[config.mk]
export PLATFORM = sky130hd
export DESIGN_NAME = bin2bcd_seq_flat
export DESIGN_NICKNAME = d
export VERILOG_FILES = /design/src/rtl/bin2bcd_pkg.sv /design/src/rtl/bin2bcd_if.sv /design/src/rtl/bcd_digit_adj.sv /design/src/rtl/bin2bcd_seq.sv /design/src/flat_wrapper.sv
export SDC_FILE = /design/constraint.sdc
export NUM_CORES = 1
export LEC_CHECK = 0
export ABC_AREA = 0
export CAP_MARGIN = 20
export CORE_UTILIZATION = 35
export DETAILED_ROUTE_END_ITERATION = 12
export HOLD_SLACK_MARGIN = 0.03
export SLEW_MARGIN = 20
export SYNTH_ARGS = -nofsm -noshare
export SYNTH_HDL_FRONTEND = slang
export SYNTH_SLANG_ARGS = --single-unit
[constraint.sdc]
create_clock -name clk -period 3.5 [get_ports clk]
set_clock_uncertainty 0.1 [all_clocks]
set_input_delay 0.525 -clock clk [delete_from_list [all_inputs] [get_ports clk]]
set_output_delay 0.525 -clock clk [all_outputs]
set_load 0.005 [all_outputs]
[src/rtl/bin2bcd_pkg.sv]
// Shared definitions for the sequential binary-to-BCD converter: state
// encoding, digit-correction constants and the digit-count sizing helper.
package bin2bcd_pkg;

    typedef enum logic [1:0] {
        IDLE,
        SHIFT,
        DONE
    } state_t;

    localparam logic [3:0] ADJ_THRESH = 4'd5;
    localparam logic [3:0] ADJ_ADD    = 4'd3;

    // Smallest digit count whose decimal range covers 2^bin_w - 1.
    function automatic int unsigned min_digits(input int unsigned bin_w);
        longint unsigned maxv;
        longint unsigned p;
        int unsigned     d;
        maxv = (64'd1 << bin_w) - 64'd1;
        p    = 64'd1;
        d    = 0;
        for (int unsigned i = 0; i < 20; i++) begin
            if (p <= maxv) begin
                p = p * 64'd10;
                d = d + 1;
            end
        end
        return d;
    endfunction

endpackage

[src/rtl/bin2bcd_if.sv]
// Request/result handshake bundle between the converter and its neighbours.
interface bin2bcd_if #(
    parameter int unsigned BIN_W  = 8,
    parameter int unsigned DIGITS = 3
);
    logic                  in_valid;
    logic                  in_ready;
    logic [BIN_W-1:0]      bin_in;
    logic                  out_valid;
    logic                  out_ready;
    logic [4*DIGITS-1:0]   bcd_out;
    logic                  busy;

    modport master (
        output in_valid, bin_in, out_ready,
        input  in_ready, out_valid, bcd_out, busy
    );

    modport slave (
        input  in_valid, bin_in, out_ready,
        output in_ready, out_valid, bcd_out, busy
    );
endinterface

[src/rtl/bcd_digit_adj.sv]
// Double-dabble correction cell: adds 3 to a BCD digit that is 5 or more.
module bcd_digit_adj
    import bin2bcd_pkg::*;
(
    input  logic [3:0] d,
    output logic [3:0] q
);
    always_comb begin
        q = d;
        if (d >= ADJ_THRESH) begin
            q = d + ADJ_ADD;
        end
    end
endmodule

[src/rtl/bin2bcd_seq.sv]
// Sequential double-dabble converter: one correct-and-shift step per clock,
// valid/ready handshake on both the request and the result side.
module bin2bcd_seq
    import bin2bcd_pkg::*;
#(
    parameter int unsigned BIN_W  = 8,
    parameter int unsigned DIGITS = 3
) (
    input logic       clk,
    input logic       rst,
    bin2bcd_if.slave  bus
);
    localparam int unsigned SW = 4 * DIGITS + BIN_W;
    localparam int unsigned CW = $clog2(BIN_W + 1);

    if (DIGITS < min_digits(BIN_W)) begin : g_digits_check
        $error("bin2bcd_seq: DIGITS too small for BIN_W");
    end

    state_t                state, state_nx;
    logic [CW-1:0]         count;
    logic [SW-1:0]         scratch;
    logic [SW-1:0]         scratch_adj;
    logic [SW-1:0]         shifted;
    logic [4*DIGITS-1:0]   bcd_q;
    logic                  rst_q;
    logic                  in_ready;
    logic                  accept;
    logic                  last_step;

    assign scratch_adj[BIN_W-1:0] = scratch[BIN_W-1:0];

    for (genvar g = 0; g < DIGITS; g++) begin : g_adj
        bcd_digit_adj u_adj (
            .d (scratch[BIN_W + 4*g +: 4]),
            .q (scratch_adj[BIN_W + 4*g +: 4])
        );
    end

    assign shifted   = scratch_adj << 1;
    // rst_q keeps in_ready low through reset without a comb path from rst.
    assign in_ready  = (state == IDLE) && !rst_q;
    assign accept    = bus.in_valid && in_ready;
    assign last_step = (count == CW'(1));

    always_comb begin
        state_nx = state;
        case (state)
            IDLE:    if (accept)         state_nx = SHIFT;
            SHIFT:   if (last_step)      state_nx = DONE;
            DONE:    if (bus.out_ready)  state_nx = IDLE;
            default:                     state_nx = IDLE;
        endcase
    end

    always_ff @(posedge clk) begin
        if (rst) begin
            state   <= IDLE;
            count   <= '0;
            scratch <= '0;
            bcd_q   <= '0;
            rst_q   <= 1'b1;
        end else begin
            state <= state_nx;
            rst_q <= 1'b0;
            case (state)
                IDLE: begin
                    if (accept) begin
                        scratch <= {{(4*DIGITS){1'b0}}, bus.bin_in};
                        count   <= CW'(BIN_W);
                    end
                end
                SHIFT: begin
                    scratch <= shifted;
                    count   <= count - CW'(1);
                    if (last_step) begin
                        bcd_q <= shifted[SW-1 -: 4*DIGITS];
                    end
                end
                default: ;
            endcase
        end
    end

    assign bus.in_ready  = in_ready;
    assign bus.out_valid = (state == DONE);
    assign bus.busy      = (state == SHIFT);
    assign bus.bcd_out   = bcd_q;

endmodule

[src/flat_wrapper.sv]
// flat-port wrapper written by rule: the top's interface ports become plain ports
module bin2bcd_seq_flat import bin2bcd_pkg::*;
#(
    parameter int unsigned BIN_W  = 8,
    parameter int unsigned DIGITS = 3
)
  (clk, rst, bus_in_valid, bus_bin_in, bus_out_ready, bus_in_ready, bus_out_valid, bus_bcd_out, bus_busy);
  bin2bcd_if #(.BIN_W(BIN_W), .DIGITS(DIGITS)) bus_i ();
  input logic clk;
  input logic rst;
  input wire logic [$bits(bus_i.in_valid)-1:0] bus_in_valid;
  input wire logic [$bits(bus_i.bin_in)-1:0] bus_bin_in;
  input wire logic [$bits(bus_i.out_ready)-1:0] bus_out_ready;
  output wire logic [$bits(bus_i.in_ready)-1:0] bus_in_ready;
  output wire logic [$bits(bus_i.out_valid)-1:0] bus_out_valid;
  output wire logic [$bits(bus_i.bcd_out)-1:0] bus_bcd_out;
  output wire logic [$bits(bus_i.busy)-1:0] bus_busy;
  assign bus_i.in_valid = bus_in_valid;
  assign bus_i.bin_in = bus_bin_in;
  assign bus_i.out_ready = bus_out_ready;
  assign bus_in_ready = bus_i.in_ready;
  assign bus_out_valid = bus_i.out_valid;
  assign bus_bcd_out = bus_i.bcd_out;
  assign bus_busy = bus_i.busy;
  bin2bcd_seq #(.BIN_W(BIN_W), .DIGITS(DIGITS)) u_core (.clk(clk), .rst(rst), .bus(bus_i));
endmodule
==> flow_summary.toml <==
[run_status]
status = "finished, final reports clean"

[synth]
synthesis.area_um2 = 1760
synthDominantAreaCellType = "dfxtp_1"
synthesis.area_per_instance_um2 = 8.73
postSynthNetCount = 222
synthTopCellsByArea = "dfxtp_1, ha_1, nor2_1"
synth-edff-count = 0
synth_largest_type_area_fraction_pct = 44.3
ys_ff_latch = 39
yosysWarnings = 0
number_of_standard_cells_after_synthesis = 202
synth.distinct_cells = 32
synth_top_flop_cell = "dfxtp_1"
share_of_flip_flops_with_an_asynchronous_set_or_reset_after_synthesis_pct = 0
synth_seq_area_share_pct = 44.3

[routing]
ant_nets = 0
totalWireLength_mm = 3.80
detailed_router_iteration_count_before_antenna_repair = 4
vias_per_cell = 5.01
drt_drc_violations_left = 0
drt-initial-drc-count = 107
avgRoutedWirePerCell_um = 13.0
route.vias.total = 1462

[placed_design]
gp_congestion = 0.793
detailed_placement_wirelength_estimate_mm = 2.54
place.port_buffers = 26
placement.setup.worst_slack_ns = 1.08

[worst_setup_path]
crit_arrival_ns = 1.97
crit_chain = "nand2b_1 > buf_4 > inv_1 > clkdlybuf4s50_1"
critical-path-slowest-cell = "clkdlybuf4s50_1"
crit_buf_inv = 3
worstPathMaxFanout = 18
critPathRequiredTime_ns = 2.87
cp_slowest_stage_delay_ns = 0.59
critical_path_endpoint_category = "output port"
crit_family = "buffers and inverters"
critPathKind = "flip-flop to output port"
worstSetupStartpointType = "flip-flop"

[pwr]
powerDensity_nw_per_um2 = 410
largest_vdd_supply_drop_v = 0.000183
cellLeakagePower_nw = 0.732

[global_route]
first_pass_grt_wire_length_mm = 6.33
number_of_antenna_violations_at_the_first_check_in_global_routing = 0
track_usage_pct = 15.9
global_route.overflow_total = 0
grt_start_max_net_pins = 25
first_global_vias = 1300

[timing]
setup_tns_ns = 0
timing_max_transition_violations_final = 0
rsz_0062_raised_after_global_routing = "no"
setup_viol = 0
final_cycle_share_pct = 74.2
final_hold_viols = 0
timing.final.ws_setup_ns = 0.904
fmaxAchievable_ghz = 0.385
worst_pin_slew_ns = 0.896
min_period_ns = 2.60
max-slew-margin-rel_pct = 40.2

[floorplan]
die_area_um2 = 5330
die_w_um = 73.0
boundaryPins = 27
placementRows = 25
start_util_pct = 36.9
die-height_um = 73.0
floorplan.core_area_um2 = 4790

[clock_network]
htreeDepth = 2
cts_hold_buffers = 0
clock_tree_from_tritoncts = "built"
clock-root-buffer = "clkbuf_8"
cts.clk_slew.worst_paths_ns = 0.08
clock_sinks = 39
cts_made_buffers = 5
cts_repair_resize_count = 0
post_cts.repair.setup_buffers = 0
clk-insertion-delay-late_ns = 0.30
cts-root-to-sink-buffers = 2

[final_layout]
antennaDiodeCount = 0
filler_cell_count = 492
final_core_utilization_pct = 45.0
num-nets-final = 245
layout-drive-gt1-share_pct = 7.11
layout_overhead_on_the_synthesized_area_pct = 22.1

[worst_hold_path]
hold_class = "flip-flop to flip-flop"

[job]
maxCapViolCount = 0
sequential cells by signal, summed over array words and instances, names as in the netlist:
name                flops
u_core.bus.bcd_out     12
u_core.count            4
u_core.rst_q            1
u_core.scratch         20
u_core.state            2
synthesized netlist by cell type (2+ instances only):
cell and count:
o22ai_1 6, nand3b_1 3, a21oi_1 14, buf_2 4, o32ai_1 5, nor2_1 22
dfxtp_1 39, o21ai_0 10, nand2_1 14, buf_4 2, nor3_1 7, nand3_1 3
nor3b_1 5, mux2_2 3, clkbuf_1 6, nand2b_1 10, a311oi_1 7, mux2i_1 2
a211oi_1 6, inv_1 12, ha_1 8, nor2b_1 2, xnor2_1 3
where the power goes:
part           switching (mW)  internal (mW)
combinational          0.0533         0.0437
sequential             0.0119          0.460
clock                   0.159          0.155
total                   0.224          0.659
logic make-up (layout without fill, tap and decap cells):
kind of cell             after synthesis  in the layout  share of synthesized area [%]
AO/OA/AOI/OAI                         53             53                           19.9
XOR/XNOR                               3              3                           1.49
adder cells (fa/ha/maj)                8              8                           5.67
buffers and inverters                 24             47                           5.82
flip-flops                            39             39                           44.3
multiplexers                           5              5                           3.05
AND/OR/NAND/NOR                       70             70                           19.9
metrics by stage:
step	instances	hold slack (ns)	instance area, µm²	power (mW)
after floorplan	202	0.354	1760	0.544
after global placement	285	0.366	2070	0.579
after detailed placement	285	0.366	2070	0.580
after CTS	292	0.378	2150	0.892
after global routing	292	0.405	2150	0.926
final	292	0.376	2150	0.883
path summary, 6_finish.rpt:
check / slack (ns) / from / cells past startpoint / end
max: 0.90 / u_core.state[0] / 4 / bus_busy
min: 0.38 / u_core.scratch[1] / 2 / u_core.scratch[2]
max reg2reg: 1.42 / u_core.count[0] / 5 / u_core.bus.bcd_out[0]
min reg2reg: 0.38 / u_core.scratch[1] / 2 / u_core.scratch[2]
final cells by class:
class	count	area, µm²	share of cell area (%)
Clock buffer	6	82.6	3.83
Clock inverter	1	5.00	0.232
Timing Repair Buffer	28	275	12.8
Inverter	12	45.0	2.09
Tap cell	67	83.8	3.89
Multi-Input combinational cell	139	881	40.9
Sequential cell	39	781	36.3
per-layer routing:
layer | wire (µm) | part of all wire (%) | GRT usage (%)
met5 | 0 | 0 | 0
met2 | 1730 | 45 | 23.6
met1 | 1880 | 49 | 21.1
met4 | 93 | 2.5 | 9.15
met3 | 98 | 2.6 | 3.87
worst reg2reg max path: stages (launching register included):
cell	delay [ns]
dfxtp_1	0.41
ha_1	0.17
or3b_4	0.40
nor2_2	0.60
mux2i_1	0.26
nor2_1	0.05
placed cells by master (no fill, tap or decap), drive strengths merged, types with 8 or more instances in the layout:
master and instances:
a21oi 14, clkdlybuf4s50 26, dfxtp 39, ha 8, inv 12, nand2 14, nand2b 10, nor2 23
o21ai 10
No activity file was read; power rests on OpenSTA's default activity.
